===== src/rtl/stream_serializer_if.sv =====
// Handshake bundle for stream_serializer: wide word in, narrow elements out.
interface stream_serializer_if #(
   parameter int DataBits = 8,
   parameter int Ratio    = 4,
   parameter int LenBits  = 3
);
   logic                      in_valid;
   logic                      in_ready;
   logic [Ratio*DataBits-1:0] in_data;
   logic [LenBits-1:0]        in_len;
   logic                      out_valid;
   logic                      out_ready;
   logic [DataBits-1:0]       out_data;
   logic                      out_last;

   modport master (
      output in_valid, in_data, in_len, out_ready,
      input  in_ready, out_valid, out_data, out_last
   );

   modport slave (
      input  in_valid, in_data, in_len, out_ready,
      output in_ready, out_valid, out_data, out_last
   );
endinterface


===== src/rtl/stream_serializer.sv =====
// Wide-to-narrow serializer, LSB element first, with length field and out_last.
// STREAM_SERIALIZER_REG_OUT_EN adds a 2-entry registered skid stage on the output.
module stream_serializer #(
   parameter int DataBits = 8,
   parameter int Ratio    = 4,
   parameter int LenBits  = 3
) (
   input  logic               clk,
   input  logic               rst,
   stream_serializer_if.slave bus
);
   localparam int IdxW = $clog2(Ratio);

   typedef enum logic {EMPTY = 1'b0, SEND = 1'b1} state_t;

   state_t                          state, state_n;
   logic [Ratio-1:0][DataBits-1:0]  data_r, data_n;
   logic [IdxW-1:0]                 idx, idx_n;
   logic [LenBits-1:0]              len_r, len_n, eff_len;
   logic                            busy, in_xfer, c_xfer;
   logic                            c_valid, c_ready, c_last;
   logic [DataBits-1:0]             c_data;

   // Zero or oversized lengths mean a full word.
   assign eff_len = (bus.in_len == '0 || bus.in_len > LenBits'(Ratio)) ? LenBits'(Ratio) : bus.in_len;

   assign busy         = (state == SEND);
   assign c_valid      = busy;
   assign c_last       = busy && (LenBits'(idx) == len_r - LenBits'(1));
   assign c_data       = busy ? data_r[idx] : '0;
   assign bus.in_ready = busy ? (c_last & c_ready) : 1'b1;
   assign in_xfer      = bus.in_valid & bus.in_ready;
   assign c_xfer       = c_valid & c_ready;

   always_ff @(posedge clk or posedge rst) begin
      if (rst) begin
         state  <= EMPTY;
         data_r <= '0;
         idx    <= '0;
         len_r  <= '0;
      end else begin
         state  <= state_n;
         data_r <= data_n;
         idx    <= idx_n;
         len_r  <= len_n;
      end
   end

   always_comb begin
      state_n = state;
      data_n  = data_r;
      idx_n   = idx;
      len_n   = len_r;
      case (state)
         EMPTY: begin
            if (in_xfer) begin
               data_n  = bus.in_data;
               len_n   = eff_len;
               idx_n   = '0;
               state_n = SEND;
            end
         end
         SEND: begin
            if (c_xfer) begin
               if (!c_last) begin
                  idx_n = idx + IdxW'(1);
               end else if (in_xfer) begin
                  // Last element leaves while the next word arrives: no bubble.
                  data_n = bus.in_data;
                  len_n  = eff_len;
                  idx_n  = '0;
               end else begin
                  idx_n   = '0;
                  state_n = EMPTY;
               end
            end
         end
         default: state_n = EMPTY;
      endcase
   end

`ifdef STREAM_SERIALIZER_REG_OUT_EN
   logic                o_valid, o_last, s_valid, s_last, push;
   logic [DataBits-1:0] o_data, s_data;

   // Ready toward the core depends only on the skid flop, cutting the out_ready path.
   assign c_ready = !s_valid;
   assign push    = c_valid & c_ready;

   always_ff @(posedge clk or posedge rst) begin
      if (rst) begin
         o_valid <= 1'b0;
         o_data  <= '0;
         o_last  <= 1'b0;
         s_valid <= 1'b0;
         s_data  <= '0;
         s_last  <= 1'b0;
      end else if (!o_valid || bus.out_ready) begin
         if (s_valid) begin
            o_valid <= 1'b1;
            o_data  <= s_data;
            o_last  <= s_last;
            s_valid <= 1'b0;
            s_data  <= '0;
            s_last  <= 1'b0;
         end else begin
            o_valid <= push;
            o_data  <= push ? c_data : '0;
            o_last  <= push & c_last;
         end
      end else if (push) begin
         s_valid <= 1'b1;
         s_data  <= c_data;
         s_last  <= c_last;
      end
   end

   assign bus.out_valid = o_valid;
   assign bus.out_data  = o_data;
   assign bus.out_last  = o_last;
`else
   assign c_ready       = bus.out_ready;
   assign bus.out_valid = c_valid;
   assign bus.out_data  = c_data;
   assign bus.out_last  = c_last;
`endif
endmodule

===== src/flat_wrapper.sv =====
// flat-port wrapper written by rule: the top's interface ports become plain ports
module stream_serializer_flat 
#(
   parameter int DataBits = 8,
   parameter int Ratio    = 4,
   parameter int LenBits  = 3
)
  (clk, rst, bus_in_valid, bus_in_data, bus_in_len, bus_out_ready, bus_in_ready, bus_out_valid, bus_out_data, bus_out_last);
  stream_serializer_if #(.DataBits(DataBits), .Ratio(Ratio), .LenBits(LenBits)) bus_i ();
  input  logic clk;
  input  logic rst;
  input wire logic [$bits(bus_i.in_valid)-1:0] bus_in_valid;
  input wire logic [$bits(bus_i.in_data)-1:0] bus_in_data;
  input wire logic [$bits(bus_i.in_len)-1:0] bus_in_len;
  input wire logic [$bits(bus_i.out_ready)-1:0] bus_out_ready;
  output wire logic [$bits(bus_i.in_ready)-1:0] bus_in_ready;
  output wire logic [$bits(bus_i.out_valid)-1:0] bus_out_valid;
  output wire logic [$bits(bus_i.out_data)-1:0] bus_out_data;
  output wire logic [$bits(bus_i.out_last)-1:0] bus_out_last;
  assign bus_i.in_valid = bus_in_valid;
  assign bus_i.in_data = bus_in_data;
  assign bus_i.in_len = bus_in_len;
  assign bus_i.out_ready = bus_out_ready;
  assign bus_in_ready = bus_i.in_ready;
  assign bus_out_valid = bus_i.out_valid;
  assign bus_out_data = bus_i.out_data;
  assign bus_out_last = bus_i.out_last;
  stream_serializer #(.DataBits(DataBits), .Ratio(Ratio), .LenBits(LenBits)) u_core (.clk(clk), .rst(rst), .bus(bus_i));
endmodule

===== config.mk =====
export PLATFORM = sky130hd
export DESIGN_NAME = stream_serializer_flat
export DESIGN_NICKNAME = d
export VERILOG_FILES = /design/src/rtl/stream_serializer_if.sv /design/src/rtl/stream_serializer.sv /design/src/flat_wrapper.sv
export SDC_FILE = /design/constraint.sdc
export NUM_CORES = 1
export LEC_CHECK = 0
export CAP_MARGIN = 20
export CORE_ASPECT_RATIO = 1.75
export CORE_MARGIN = 2
export CORE_UTILIZATION = 51
export DETAILED_ROUTE_END_ITERATION = 8
export GPL_TIMING_DRIVEN = 0
export PLACE_DENSITY = 0.84
export SYNTH_ARGS = -nofsm -noshare
export SYNTH_HDL_FRONTEND = slang
export SYNTH_SLANG_ARGS = --single-unit

===== constraint.sdc =====
create_clock -name clk -period 5 [get_ports clk]
set_input_delay 1 -clock clk [delete_from_list [all_inputs] [get_ports clk]]
set_output_delay 1 -clock clk [all_outputs]
set_load 0.02 [all_outputs]

==> results.ini, run 1 <==
[status]
run_status=completed

[logic_synthesis]
synthFlopType=dfrtp_1
yosysUniqueCellTypes=29
yosys.area.top_type=dfrtp_1
syn_inst=128
syn-cell-area_sq_mm=0.001857
synth.yosys.warnings=0
yosysSeqAreaShare_pct=51.21
ys_top_cells_by_area=dfrtp_1 (51%), mux2_2 (19%), mux4_2 (8.5%), and2_1 (2.7%), buf_6 (1.8%)
synth.top_cells.by_count=dfrtp_1 (38), mux2_2 (31), and2_1 (8), mux4_2 (7), inv_1 (5)
syn-mean-instance-area_sq_um=14.51
synth_nets=169
synth_top_area_share_pct=51.21
synth_most_common_cell=dfrtp_1
synth_edf_count=0
ys_ff_latch=38
async_reset_ff_share_pct=100.0

[die]
ios=50
start_util_pct=52.22
core-area_sq_mm=0.003556
floorplan.rows=29
dieWidth_um=49.61
die_h_um=83.82
die-area_sq_mm=0.004158

[detailed_routing]
final_antenna_net_count=0
drt_iter0_markers=20
first_pass_iters=4
wire_per_inst_um=17.36
routed_wl_um=4027
vias_per_cell=5.341
via_count=1239
drc=0

[timing]
finalSetupTns_ns=0
hold_violations=0
rsz0062_at_grt=no
worstMarginPinSlew_ns=0.7956
period_minus_slack_ns=3.458
max_freq_mhz=289.1
fin_crit_sh_pct=69.17
slew-limit-headroom_pct=46.90
finalSetupViolations=0
skew_ns=0.004581
finalMaxSlewViolations=0

[worst_setup_path]
cpMostUsedCell=clkdlybuf4s50_1
crit_slowest_cell=clkdlybuf4s50_1
worst-r2r-cell-count=6
path_max_fanout=6
crit_type=in2out
cpPeakStageDelay_ns=0.60
worstReg2RegEnd=u_core.data_r[9]
cp_cell_sequence=clkdlybuf4s50_1, nand4_1, nand2_1, clkdlybuf4s50_1
reg2reg_slack_ns=2.49
crit_family=buffers and inverters
crit_arrival_ns=2.46
path_buf_inv=2
worstSetupEndpointType=output pin
setup.worst_path.start_class=primary input
cp.required_ns=4.00
r2r_start=u_core.len_r[0]

[clocking]
cts_made_buffers=5
cts_resized=0
ctsHoldBuffers=0
cts_tree=built
clkTransAtPathRegs_ns=0.07
clockBufferDepth=2
root_buffer=clkbuf_8
cts.sinks=38
insertion_delay_ns=0.29
htree_num_levels=2
cts_setup_buffers=0

[pwr]
p_per_area_mw_per_mm2=691.1
ir_worst_vdd_mv=0.4133
power_leakage_nw=1.068

[layout]
nets=226
synthToLayoutAreaGrowth_pct=36.93
antenna_cells=0
final_area_sq_mm=0.002542
drive_gt1_share_pct=29.03

[place]
portBuffers=49
placed_cell_area_sq_mm=0.002432
dp_hpwl_um=3165
gp_congestion=0.7265

[min_path]
hold-path-endpoint=u_core.data_r[16]
min_delay_path_depth=1
holdCritStartpoint=u_core.data_r[16]
hold_class=reg2reg

[global_routing]
grt_max_degree=22
grt_overflow=0
track_usage_pct=21.75
grt_first_pass_wirelength_um=6624
antenna_found_initial=0
first_global_vias=1377

[job]
maxCapViolCount=0

[sequential cells by signal, summed over array words and instances (netlist names)]
name and flops:
u_core.data_r 32, u_core.bus.out_valid 1, u_core.len_r 3, u_core.idx 2
[how the worst max path moves through the flow]
stage                             start              end  cells after the start
after floorplan           u_core.idx[1]  bus_out_data[3]                      3
after global placement    bus_out_ready     bus_in_ready                      4
after detailed placement  bus_out_ready     bus_in_ready                      4
after CTS                 bus_out_ready     bus_in_ready                      4
after global routing      bus_out_ready     bus_in_ready                      4
final                     bus_out_ready     bus_in_ready                      4
[routing by layer]
metal | vias to the layer above | part of all wire [%] | global-route usage (%)
li1 | 575 | - | -
met1 | 615 | 38 | 24.41
met2 | 40 | 56 | 37.33
met3 | 9 | 3.8 | 5.376
met4 | 0 | 2.5 | 10.86
met5 | - | 0 | 0
[stage by stage]
| stage | power [mW] | worst slack [ns] | std cells | util (%) | hold WS [ns] |
|---|---|---|---|---|---|
| floorplan | 1.197 | 2.618 | 128 | - | 0.4524 |
| finish | 1.757 | 1.542 | 232 | 71.50 | 0.4847 |
| global route | 1.863 | 1.479 | 232 | 71.50 | 0.5178 |
| global placement | 1.480 | 1.573 | 223 | 67.63 | 0.4665 |
| detailed placement | 1.533 | 1.553 | 224 | 68.40 | 0.4734 |
| CTS | 1.775 | 1.549 | 232 | 71.50 | 0.4900 |
[cells by family after synthesis]
family / Yosys count / synth area share, %
compound gates: 7 / 3.706
fa+ha+maj: 2 / 1.347
xor+xnor: 6 / 2.831
flops: 38 / 51.21
buf+inv: 12 / 3.773
simple gates: 20 / 6.201
mux: 43 / 30.93
[where the power goes]
part / switching (mW) / internal [mW]
Clock: 0.102 / 0.139
Sequential: 0.0910 / 0.465
Combinational: 0.414 / 0.545
[worst reg2reg max path: cells and delay by family, from the launching register on]
kind / cells / cell delay, ns
flip-flops: 1 / 0.41
AO/OA/AOI/OAI: 1 / 0.75
adder cells (fa/ha/maj): 1 / 0.33
XOR/XNOR: 1 / 0.19
buffers and inverters: 2 / 0.34
multiplexers: 1 / 0.36
[cells in the final DEF, fill, tap and decap left out, types with 2 or more instances in the layout]
cell type,n
ha_1,2
clkbuf_8,8
nand2_1,3
clkdlybuf4s50_1,49
inv_1,5
o21ai_0,2
dfrtp_1,38
and2_1,8
nand2b_1,2
xnor2_1,3
mux4_2,7
mux2i_1,3
buf_6,3
mux2_2,31
xor2_1,3
nor2_1,2
buf_2,2
[layout make-up]
class / instances / area (sq um)
Buffer: 7 / 51.30
Timing Repair Buffer: 50 / 518.0
Tap cell: 46 / 57.56
Inverter: 5 / 18.77
Sequential cell: 38 / 950.9
Clock buffer: 8 / 110.1
Fill cell: 261 / 1013
Multi-Input combinational cell: 78 / 835.8
Power figures use the tool's default switching activity.
==> run 2: changes to the inputs <==
--- a/config.mk
+++ b/config.mk
@@ -8,10 +8,10 @@
 export CAP_MARGIN = 20
 export CORE_ASPECT_RATIO = 1.75
 export CORE_MARGIN = 2
-export CORE_UTILIZATION = 51
+export CORE_UTILIZATION = 48
 export DETAILED_ROUTE_END_ITERATION = 8
 export GPL_TIMING_DRIVEN = 0
-export PLACE_DENSITY = 0.84
+export PLACE_DENSITY = 0.79
 export SYNTH_ARGS = -nofsm -noshare
 export SYNTH_HDL_FRONTEND = slang
 export SYNTH_SLANG_ARGS = --single-unit
==> constraint.sdc (replaced) <==
create_clock -name clk -period 3.4 [get_ports clk]
set_input_delay 0.68 -clock clk [delete_from_list [all_inputs] [get_ports clk]]
set_output_delay 0.68 -clock clk [all_outputs]
set_load 0.02 [all_outputs]
==> run 2 against run 1 <==
  * Die area grew 5.8%
  * Count of clock-buffer cells in the layout shrank 1
  * Global-route usage down 0.83 points
  * Total power rose by 45%
  * Cell area shrank 1.2%
  * Highest routed layer unchanged
  * Hold slack better by 0.014 ns
  * Routed wire length fell by 0.12%
  * Sequential cell count did not move
  * Utilization decreased by 3.0 points
  * Critical path depth up 1
  * Combinational power rose by 47%
  * Clock skew increased by 0.00086 ns
==> results.ini, run 2 (synthesis gave the netlist of run 1 again) <==
[status]
run_status=completed

[die]
die-area_sq_mm=0.004401  ; +5.8%
ios=50  ; unchanged
floorplan.rows=29  ; unchanged
dieWidth_um=51.02  ; +2.8%
core-area_sq_mm=0.003665  ; +3.1%
start_util_pct=50.67  ; -1.6 points
die_h_um=86.28  ; +2.9%

[global_routing]
antenna_found_initial=0  ; unchanged
first_global_vias=1423  ; +3.3%
track_usage_pct=20.93  ; -0.83 points
grt_first_pass_wirelength_um=6686  ; +0.94%
use_met2_pct=36.72  ; -0.62 points
use_met3_pct=5.000  ; -0.38 points
grt_overflow=0  ; unchanged
busiest_layer=met2
grt_max_degree=25  ; +14%
grt.met1_usage_pct=22.34  ; -2.1 points

[place]
dp_worst_setup_slack_ns=0.5878  ; -0.9657 ns
gp_congestion=0.7842  ; +7.9%
dp_hpwl_um=3011  ; -4.9%
placed_cell_area_sq_mm=0.002420  ; -0.51%
dp.cells=224  ; unchanged
portBuffers=49  ; unchanged

[timing]
setup_ws_ns=0.3972  ; -1.144 ns
skew_ns=0.005445  ; +0.0008643 ns
finalMaxSlewViolations=0  ; unchanged
hold_violations=0  ; unchanged
holdWs_ns=0.4988  ; +0.01406 ns
period_minus_slack_ns=3.003
finalSetupViolations=0  ; unchanged
max_freq_mhz=333.0
worstMarginPinSlew_ns=0.9325  ; +0.1368 ns
slew-limit-headroom_pct=37.77  ; -9.1 points
finalSetupTns_ns=0  ; unchanged
rsz0062_at_grt=no
fin_crit_sh_pct=88.32

[worst_setup_path]
reg2reg_slack_ns=0.89  ; -1.60 ns
worstSetupEndpointType=output pin
worstReg2RegEnd=u_core.data_r[12]
setup.worst_path.start_class=flip-flop
r2r_start=u_core.len_r[0]
crit_arrival_ns=2.32  ; -0.14 ns
path_max_fanout=10  ; +4
cp.required_ns=2.72  ; -1.28 ns
crit_type=reg2out
worst-r2r-cell-count=6  ; unchanged

[clocking]
cts_tree=built
cts_resized=0  ; unchanged
cts_setup_buffers=0  ; unchanged
clockBufferDepth=2  ; unchanged
root_buffer=clkbuf_8
insertion_delay_ns=0.29  ; about the same
cts.sinks=38  ; unchanged
ctsHoldBuffers=0  ; unchanged
clkTransAtPathRegs_ns=0.07  ; about the same
cts_made_buffers=5  ; unchanged
htree_num_levels=2  ; unchanged

[layout]
final_area_sq_mm=0.002511  ; -1.2%
drive_gt1_share_pct=28.49  ; -0.54 points
final_cell_mix=clkdlybuf4s50_1 (49), dfrtp_1 (38), mux2_2 (31)
mostFrequentLayoutCell=clkdlybuf4s50_1
antenna_cells=0  ; unchanged
top_register=u_core.data_r
utilization_pct=68.52  ; -3.0 points
synthToLayoutAreaGrowth_pct=35.24
largest_register_ffs=32  ; unchanged
nets=226  ; unchanged
final_cells=232  ; unchanged
reg_top3=u_core.data_r x32, u_core.len_r x3, u_core.idx x2

[pwr]
ir_worst_vdd_mv=0.6370  ; +54%
power_leakage_nw=1.054  ; -1.4%
p_per_area_mw_per_mm2=1013  ; +47%
power_mw=2.543  ; +45%

[detailed_routing]
first_pass_iters=4  ; unchanged
drc=0  ; unchanged
wire_per_inst_um=17.34  ; -0.12%
drt_iter0_markers=20  ; unchanged
routed_wl_um=4022  ; -0.12%
via_count=1284  ; +3.6%
vias_per_cell=5.534  ; +3.6%
final_antenna_net_count=0  ; unchanged

[min_path]
hold_class=reg2reg
min_delay_path_depth=1  ; unchanged
holdCritStartpoint=u_core.data_r[16]
hold-path-endpoint=u_core.data_r[16]

[job]
maxCapViolCount=0  ; unchanged

-- run 2: area by class of cell --
cell class              instances  area, sq um
fillers                       273         1154
flip-flops and latches         38        950.9
multi-input cells              78        835.8
repair buffers                 50        505.5
clock buffers                   7        86.33
well taps                      46        57.56
plain buffers                   7        51.30
inverters                       5        18.77
clock inverters                 1        5.005
-- run 2: per-layer routing --
metal / up-vias / wire length [um]
li1: 571 / -
met1: 642 / 1446
met2: 56 / 2220
met3: 15 / 217
met4: 0 / 138
met5: - / 0
-- run 2: how the worst max path moves through the flow --
stage,depth (start not counted),to,start
detailed placement,4,bus_in_ready,bus_out_ready
floorplan,6,u_core.data_r[0],u_core.len_r[0]
finish,5,bus_out_data[2],u_core.idx[0]
CTS,5,bus_out_data[6],u_core.idx[0]
global route,5,bus_out_data[2],u_core.idx[0]
global placement,4,bus_in_ready,bus_out_ready
-- run 2: power breakdown --
group	total [mW]	switching (mW)	internal [mW]
logic	1.41	0.614	0.801
clock network	0.316	0.152	0.164
registers	0.812	0.129	0.683
-- run 2: critical path: stages, from the launching register on --
cell	delay [ns]
dfrtp_1	0.32
buf_2	0.19
buf_1	0.43
mux4_2	0.38
and2_1	0.17
clkdlybuf4s50_1	0.54
==> run 3: changes to the inputs <==
--- a/config.mk
+++ b/config.mk
@@ -12,6 +12,7 @@
 export DETAILED_ROUTE_END_ITERATION = 8
 export GPL_TIMING_DRIVEN = 0
 export PLACE_DENSITY = 0.79
+export SKIP_LAST_GASP = 1
 export SYNTH_ARGS = -nofsm -noshare
 export SYNTH_HDL_FRONTEND = slang
 export SYNTH_SLANG_ARGS = --single-unit
==> results of run 3 <==
Same layout as run 2: the final DEF is identical, and so are final timing and power.
